[src/rtl/lsu_if.sv]
// Core-side and memory-side signals of the load/store unit, bundled as one port.
// Build macro LSU_MISALIGN_CHECK_EN adds the core_misaligned_o trap signal.
interface lsu_if;

    logic        core_req_i;
    logic        core_we_i;
    logic [2:0]  core_size_i;
    logic [31:0] core_addr_i;
    logic [31:0] core_wd_i;
    logic [31:0] core_rd_o;
    logic        core_stall_o;
`ifdef LSU_MISALIGN_CHECK_EN
    logic        core_misaligned_o;
`endif

    logic        mem_req_o;
    logic        mem_we_o;
    logic [3:0]  mem_be_o;
    logic [31:0] mem_addr_o;
    logic [31:0] mem_wd_o;
    logic [31:0] mem_rd_i;
    logic        mem_ready_i;

    // The LSU drives the *_o signals; its environment (core + memory) drives the *_i signals.
    modport master (
`ifdef LSU_MISALIGN_CHECK_EN
        output core_misaligned_o,
`endif
        input  core_req_i,
        input  core_we_i,
        input  core_size_i,
        input  core_addr_i,
        input  core_wd_i,
        output core_rd_o,
        output core_stall_o,
        output mem_req_o,
        output mem_we_o,
        output mem_be_o,
        output mem_addr_o,
        output mem_wd_o,
        input  mem_rd_i,
        input  mem_ready_i
    );

    modport slave (
`ifdef LSU_MISALIGN_CHECK_EN
        input  core_misaligned_o,
`endif
        output core_req_i,
        output core_we_i,
        output core_size_i,
        output core_addr_i,
        output core_wd_i,
        input  core_rd_o,
        input  core_stall_o,
        input  mem_req_o,
        input  mem_we_o,
        input  mem_be_o,
        input  mem_addr_o,
        input  mem_wd_o,
        output mem_rd_i,
        output mem_ready_i
    );

endinterface

[src/rtl/lsu.sv]
// RV32 load/store unit: turns core requests into word-aligned memory accesses and extends load data.
// Build macro LSU_MISALIGN_CHECK_EN blocks misaligned accesses and flags them on core_misaligned_o.
module lsu (
    input  logic  clk_i,
    input  logic  rst_i,
    lsu_if.master bus
);

    localparam logic [2:0] LDST_B  = 3'd0;
    localparam logic [2:0] LDST_H  = 3'd1;
    localparam logic [2:0] LDST_W  = 3'd2;
    localparam logic [2:0] LDST_BU = 3'd4;
    localparam logic [2:0] LDST_HU = 3'd5;

    logic        stall_q;
    logic        stall_d;
    logic [1:0]  off;
    logic        blocked;
    logic [3:0]  be;
    logic [31:0] wd;
    logic [7:0]  byte_sel;
    logic [15:0] half_sel;
    logic [31:0] rd;

    assign off = bus.core_addr_i[1:0];

`ifdef LSU_MISALIGN_CHECK_EN
    logic misaligned;

    // NOTE: every signal written in always_comb gets a default first, so no latch is inferred.
    always_comb begin
        misaligned = 1'b0;
        case (bus.core_size_i)
            LDST_H, LDST_HU: misaligned = off[0];
            LDST_W:          misaligned = (off != 2'b00);
            default:         misaligned = 1'b0;
        endcase
    end

    assign blocked               = bus.core_req_i & misaligned;
    assign bus.core_misaligned_o = blocked;
`else
    assign blocked = 1'b0;
`endif

    // The first cycle of every access always stalls; completion needs ready seen while stall_q is set.
    always_comb begin
        stall_d = bus.core_req_i & ~blocked & ~(stall_q & bus.mem_ready_i);
    end

    // NOTE: sequential state uses non-blocking assignments; combinational logic above uses blocking.
    always_ff @(posedge clk_i) begin
        if (rst_i) begin
            stall_q <= 1'b0;
        end else begin
            stall_q <= stall_d;
        end
    end

    assign bus.core_stall_o = stall_d;
    assign bus.mem_req_o    = bus.core_req_i & ~blocked;
    assign bus.mem_we_o     = bus.core_req_i & bus.core_we_i & ~blocked;
    assign bus.mem_addr_o   = bus.core_addr_i;

    // Store lane steering; unsigned codes behave as their signed twins, undefined codes write nothing.
    always_comb begin
        be = 4'b0000;
        wd = bus.core_wd_i;
        case (bus.core_size_i)
            LDST_B, LDST_BU: begin
                be = 4'b0001 << off;
                wd = {4{bus.core_wd_i[7:0]}};
            end
            LDST_H, LDST_HU: begin
                be = 4'b0011 << {off[1], 1'b0};
                wd = {2{bus.core_wd_i[15:0]}};
            end
            LDST_W: begin
                be = 4'b1111;
                wd = bus.core_wd_i;
            end
            default: begin
                be = 4'b0000;
                wd = bus.core_wd_i;
            end
        endcase
        if (!bus.core_we_i) begin
            be = 4'b0000;
        end
    end

    assign bus.mem_be_o = be;
    assign bus.mem_wd_o = wd;

    always_comb begin
        byte_sel = bus.mem_rd_i[7:0];
        case (off)
            2'd0: byte_sel = bus.mem_rd_i[7:0];
            2'd1: byte_sel = bus.mem_rd_i[15:8];
            2'd2: byte_sel = bus.mem_rd_i[23:16];
            2'd3: byte_sel = bus.mem_rd_i[31:24];
            default: byte_sel = bus.mem_rd_i[7:0];
        endcase
        half_sel = off[1] ? bus.mem_rd_i[31:16] : bus.mem_rd_i[15:0];
    end

    always_comb begin
        rd = bus.mem_rd_i;
        case (bus.core_size_i)
            LDST_B:  rd = {{24{byte_sel[7]}}, byte_sel};
            LDST_BU: rd = {24'h000000, byte_sel};
            LDST_H:  rd = {{16{half_sel[15]}}, half_sel};
            LDST_HU: rd = {16'h0000, half_sel};
            LDST_W:  rd = bus.mem_rd_i;
            default: rd = bus.mem_rd_i;
        endcase
    end

    assign bus.core_rd_o = rd;

endmodule

[src/flat_wrapper.sv]
// flat-port wrapper written by rule: the top's interface ports become plain ports
module lsu_flat 
  (clk_i, rst_i, bus_core_req_i, bus_core_we_i, bus_core_size_i, bus_core_addr_i, bus_core_wd_i, bus_core_rd_o, bus_core_stall_o, bus_mem_req_o, bus_mem_we_o, bus_mem_be_o, bus_mem_addr_o, bus_mem_wd_o, bus_mem_rd_i, bus_mem_ready_i);
  lsu_if bus_i ();
  input  logic clk_i;
  input  logic rst_i;
  input wire logic [$bits(bus_i.core_req_i)-1:0] bus_core_req_i;
  input wire logic [$bits(bus_i.core_we_i)-1:0] bus_core_we_i;
  input wire logic [$bits(bus_i.core_size_i)-1:0] bus_core_size_i;
  input wire logic [$bits(bus_i.core_addr_i)-1:0] bus_core_addr_i;
  input wire logic [$bits(bus_i.core_wd_i)-1:0] bus_core_wd_i;
  output wire logic [$bits(bus_i.core_rd_o)-1:0] bus_core_rd_o;
  output wire logic [$bits(bus_i.core_stall_o)-1:0] bus_core_stall_o;
  output wire logic [$bits(bus_i.mem_req_o)-1:0] bus_mem_req_o;
  output wire logic [$bits(bus_i.mem_we_o)-1:0] bus_mem_we_o;
  output wire logic [$bits(bus_i.mem_be_o)-1:0] bus_mem_be_o;
  output wire logic [$bits(bus_i.mem_addr_o)-1:0] bus_mem_addr_o;
  output wire logic [$bits(bus_i.mem_wd_o)-1:0] bus_mem_wd_o;
  input wire logic [$bits(bus_i.mem_rd_i)-1:0] bus_mem_rd_i;
  input wire logic [$bits(bus_i.mem_ready_i)-1:0] bus_mem_ready_i;
  assign bus_i.core_req_i = bus_core_req_i;
  assign bus_i.core_we_i = bus_core_we_i;
  assign bus_i.core_size_i = bus_core_size_i;
  assign bus_i.core_addr_i = bus_core_addr_i;
  assign bus_i.core_wd_i = bus_core_wd_i;
  assign bus_core_rd_o = bus_i.core_rd_o;
  assign bus_core_stall_o = bus_i.core_stall_o;
  assign bus_mem_req_o = bus_i.mem_req_o;
  assign bus_mem_we_o = bus_i.mem_we_o;
  assign bus_mem_be_o = bus_i.mem_be_o;
  assign bus_mem_addr_o = bus_i.mem_addr_o;
  assign bus_mem_wd_o = bus_i.mem_wd_o;
  assign bus_i.mem_rd_i = bus_mem_rd_i;
  assign bus_i.mem_ready_i = bus_mem_ready_i;
  lsu u_core (.clk_i(clk_i), .rst_i(rst_i), .bus(bus_i));
endmodule
[config.mk]
export PLATFORM = sky130hd
export DESIGN_NAME = lsu_flat
export DESIGN_NICKNAME = d
export VERILOG_FILES = /design/src/rtl/lsu_if.sv /design/src/rtl/lsu.sv /design/src/flat_wrapper.sv
export SDC_FILE = /design/constraint.sdc
export NUM_CORES = 1
export LEC_CHECK = 0
export ABC_CLOCK_PERIOD_IN_PS = 1000
export BUFFER_PORTS_ARGS = -buffer_cell sky130_fd_sc_hd__buf_2
export CAP_MARGIN = 40
export CORE_AREA = 2 2 79 81
export CTS_CLUSTER_SIZE = 24
export DETAILED_ROUTE_END_ITERATION = 8
export DIE_AREA = 0 0 81 83
export PLACE_DENSITY = 0.71
export SLEW_MARGIN = 15
export SYNTH_ARGS = -nofsm -noshare
export SYNTH_HDL_FRONTEND = slang
export SYNTH_SLANG_ARGS = --single-unit
[constraint.sdc]
create_clock -name clk_i -period 1 [get_ports clk_i]
set_input_delay 0.05 -clock clk_i [delete_from_list [all_inputs] [get_ports clk_i]]
set_output_delay 0.05 -clock clk_i [all_outputs]
set_load 0.1 [all_outputs]
; Word level (Yosys, flattened, before mapping)
; Cells that the tools add are included.
; W data, S select, Z words.
[word_totals]
register_bits = 1
word_cells = 24
[op_classes]
eq_ne = 7
shifts = 2
muxes = 6
bitwise_logic = 4
n_reduce_logical = 4
[ops]
columns = operator, count
row1 = $pmux W32 S4, 1
row2 = $pmux W32 S2, 1
row3 = $pmux W8 S4, 1
row4 = $mux W16, 1
row5 = $pmux W4 S3, 1
row6 = $eq A3 B3 Y1 const B, 2
row7 = $eq A2 B2 Y1 const B, 2
row8 = $mux W4, 1
row9 = $reduce_or A2 Y1, 2
row10 = $shl A1 B2 Y4 const A, 1
row11 = $shl A2 B2 Y4 const A, 1
row12 = $and A1 B1 Y1, 3
row13 = $eq A3 B1 Y1 const B, 1
row14 = $eq A3 B2 Y1 const B, 1
row15 = $logic_not A3 Y1, 1
row16 = $eq A2 B1 Y1 const B, 1
row17 = $logic_not A2 Y1, 1
row18 = $not A1 Y1, 1

; Longest topological paths before layout
[depth]
word_depth = 4
depth_mapped = 6
depth_no_buf = 4

; Worst setup path before layout
; OpenSTA, ideal clock, no wires.
[synth_timing]
path_type = input port to output port
startpoint = in bus_core_size_i[0]
endpoint = out bus_mem_wd_o[30]
t_arrival_ns = 2.871
t_required_ns = 0.950
setup_slack_ns = -1.921
stages = 5
path_buffers = 3
cell_sequence = buf_2 -> buf_2 -> buf_2 -> mux2i_1 -> o21ai_0
[synth_between]
elab_chain_len = 3
[synth_lines]
columns = item, line
row1 = start: declaration, flat_wrapper.sv:9  ; input wire logic [$bits(bus_i.core_size_i)-1:0] bus_core_size_i;
row2 = $eq A3 B1 Y1 (tied with other cells), lsu.sv:69  ; case (bus.core_size_i)
row3 = $reduce_or A2 Y1, lsu.sv:69
row4 = $pmux W32 S2 (*), lsu.sv:69
row5 = end: declaration, flat_wrapper.sv:18  ; output wire logic [$bits(bus_i.mem_wd_o)-1:0] bus_mem_wd_o;
; Every way passes the cells marked *; elsewhere a longest branch is shown, timed or not.

; Worst setup path after layout
[layout_timing]
startpoint = in bus_core_addr_i[1]
endpoint = out bus_core_rd_o[11]
[layout_between]
elab_chain_len = 3
[layout_lines]
columns = item, line
row1 = start: declaration, flat_wrapper.sv:10  ; input wire logic [$bits(bus_i.core_addr_i)-1:0] bus_core_addr_i;
row2 = $eq A2 B2 Y1 (tied with other cells), lsu.sv:97  ; case (off)
row3 = $pmux W8 S4, lsu.sv:97
row4 = $pmux W32 S4 (*), lsu.sv:109  ; case (bus.core_size_i)
row5 = end: declaration, flat_wrapper.sv:12  ; output wire logic [$bits(bus_i.core_rd_o)-1:0] bus_core_rd_o;
; Marked as above.

==> results.ini <==
[cells_and_area]
drive_above_1_share_pct = 83.3
largest_reg_flops = 1
top_regs = u_core.stall_q: 1 flops
final_core_util_pct = 75.6
top_register = u_core.stall_q
multi_input_area_sq_um = 1750
fin_nets = 471
final_cell_count_no_fill = 440
ff_latch_area_sq_um = 20.0
area_delta_synth_final_pct = 208
insertedDiodeCount = 0
num-fill-cells = 388

[outcome]
outcome = finished, violations left
violations = setup timing

[grt]
grt_pass1_vias = 2337
grt_pass1_wl_um = 11800
grt_max_degree = 16
gr-total-overflow = 0
track_usage_pct = 21.6
grt_antenna_before_repair = 0

[hold_path]
hold_depth = 0
hp-class = in -> out

[power]
clkPwrFrac_pct = 0
switching_share_pct = 60.4
p_int_uw = 1680
combPwrFrac_pct = 98.9
power-per-cell-area_nw_per_um2 = 965
power_leakage_uw = 0.00207
p_seq_share_pct = 1.1
p_switching_uw = 2560
ir_worst_vdd_uv = 597

[synth]
ys_types = 29
syn-num-nets = 317
synth.area.top_cells = buf_4, nand2_1, mux2_2
avgSynthCellArea_sq_um = 6.71
seq_area_frac_synth_pct = 1.40
async_flop_share_pct = 0
yosysTopAreaCellShare_pct = 21.5
synth_top_cell_by_area = buf_4
synthCells = 213
synth_top_flop_cell = dfxtp_1
ys_seq_elements = 1
netlist_area_sq_um = 1430
ys_warn_count = 0
synth-edff-count = 0

[routing]
drtIter0Drc = 27
antenna_left = 0
top_layer_used = met4
drc_errors = 0
route.met3.wl_um = 549
firstDrtPassIters = 4
route.met2.wl_um = 4720
wl_met1_um = 2570
totalWireLength_um = 7990
vias_per_cell = 4.85
vias = 2135
wl_per_cell_um = 18.2

[die]
die_area_sq_um = 6720
rows = 28
die_h_um = 83
core_area_sq_um = 5820
start_util_pct = 24.6
die_w_um = 81
io_pins = 207

[placement]
dp_slack_ns = -0.492
hpwl_um = 6000
io_buffers = 146
finalWeightedCongestion = 0.840
dp.cells = 422

[sta]
final.hold.worst_slack_ns = 0.100
period_needed_ns = 1.46
report.final.slew_viol_count = 0
max_freq_mhz = 685
period_share_pct = 146
rsz0062_at_grt = yes
worstMarginPinSlew_ns = 0.496
max_slew_margin_pct = 67.1
setup_viol = 50
setup_slack_ns = -0.460
skew_ns = 0
hold_violations = 0

[clock_tree]
hold_buffers = 0
clock_latency_ns = 0

[setup_path]
startpoint_type = input port
critPathMaxStageDelay_ns = 0.55
critical_path_class = in -> out
path_max_fanout = 7
rrSetupSlack_ns = 0.31
endpoint_kind = primary output
cpLargestDelayFamily = multiplexers
cp_slowest_cell = mux4_2
worstPathArrival_ns = 1.41
crit_chain = buf_8 > mux4_2 > nor4_4 > buf_6 > a221o_2 > buf_12
cp_num_cells = 6
rr_worst_depth = 2
critPathRequiredTime_ns = 0.95
critPathBufInv = 3

[run]
drv_cap = 0

==> cell families after synthesis <==
kind of cell | count (synthesis) | synth area share [%]
compound gates | 43 | 22.9
buf+inv | 66 | 29.3
mux | 32 | 24.7
simple gates | 71 | 21.7
flops | 1 | 1.40
==> final timing paths <==
path                           start                 to
setup / recovery  bus_core_addr_i[1]  bus_core_rd_o[11]
hold / removal    bus_core_addr_i[6]  bus_mem_addr_o[6]
setup reg to reg      u_core.stall_q     u_core.stall_q
hold reg to reg       u_core.stall_q     u_core.stall_q
==> synthesized netlist by cell type (2+ instances only) <==
cell type / n
nand2_1: 49
buf_4: 41
a221o_1: 16
mux2_2: 16
o21ai_0: 16
mux2i_1: 15
inv_1: 12
nor2_1: 10
buf_2: 8
o21a_1: 4
clkbuf_1: 3
nor3_1: 3
a221oi_1: 2
nand2b_1: 2
nor2b_1: 2
==> through the flow <==
stage	TNS [ns]	total power [uW]	area [sq um]
global placement	-18.91	3860	3760
global route	-15.68	4360	4400
CTS	-14.00	4150	4220
finish	-14.34	4240	4400
detailed placement	-21.01	3910	3760
floorplan	-11.49	3100	2020
==> metal layers <==
metal	GRT usage (%)	vias up
met1	21.8	1022
met3	3.48	20
li1	-	1005
met4	3.85	0
met5	0	-
met2	44.6	88
==> final cells by class <==
| class | count | area share, % |
|---|---|---|
| inverter | 12 | 1.02 |
| timing repair buffer | 206 | 56.7 |
| sequential | 1 | 0.455 |
| multi-input combinational | 146 | 39.7 |
| tap | 75 | 2.13 |
==> repair_timing <==
item | CTS | global route
pin swaps | 27 | 19
cloned | 3 | 0
gates resized for setup | 73 | 37
setup endpoints to repair | 60 | 59
buffers inserted | 12 | 10
==> layout by cell type (no fill, tap or decap), types with 3 or more instances in the layout <==
master / Yosys / layout
buf_12: 0 / 74
buf_2: 8 / 73
nand2_1: 49 / 32
buf_4: 41 / 26
buf_6: 1 / 23
mux2_4: 0 / 16
nand2_8: 0 / 10
a221o_2: 0 / 9
o21ai_4: 0 / 9
mux2i_4: 0 / 9
inv_1: 12 / 8
o21ai_0: 16 / 8
a221o_4: 0 / 7
buf_8: 0 / 7
nor2_1: 10 / 5
mux2i_1: 15 / 4
inv_2: 0 / 4
nand2_4: 0 / 4
o21a_4: 0 / 4
nor2_4: 0 / 3
nand2_2: 0 / 3
nor2_2: 1 / 3
==> power by group through the flow <==
stage | combinational [uW] | clock, uW | sequential [uW]
after floorplan | 3050 | 0 | 44.8
after global placement | 3810 | 0 | 44.9
after detailed placement | 3860 | 0 | 45.0
after CTS | 4110 | 0 | 45.0
after global routing | 4310 | 0 | 45.1
final | 4200 | 0 | 45.0
Note: power is estimated with default switching activity, not from simulation.
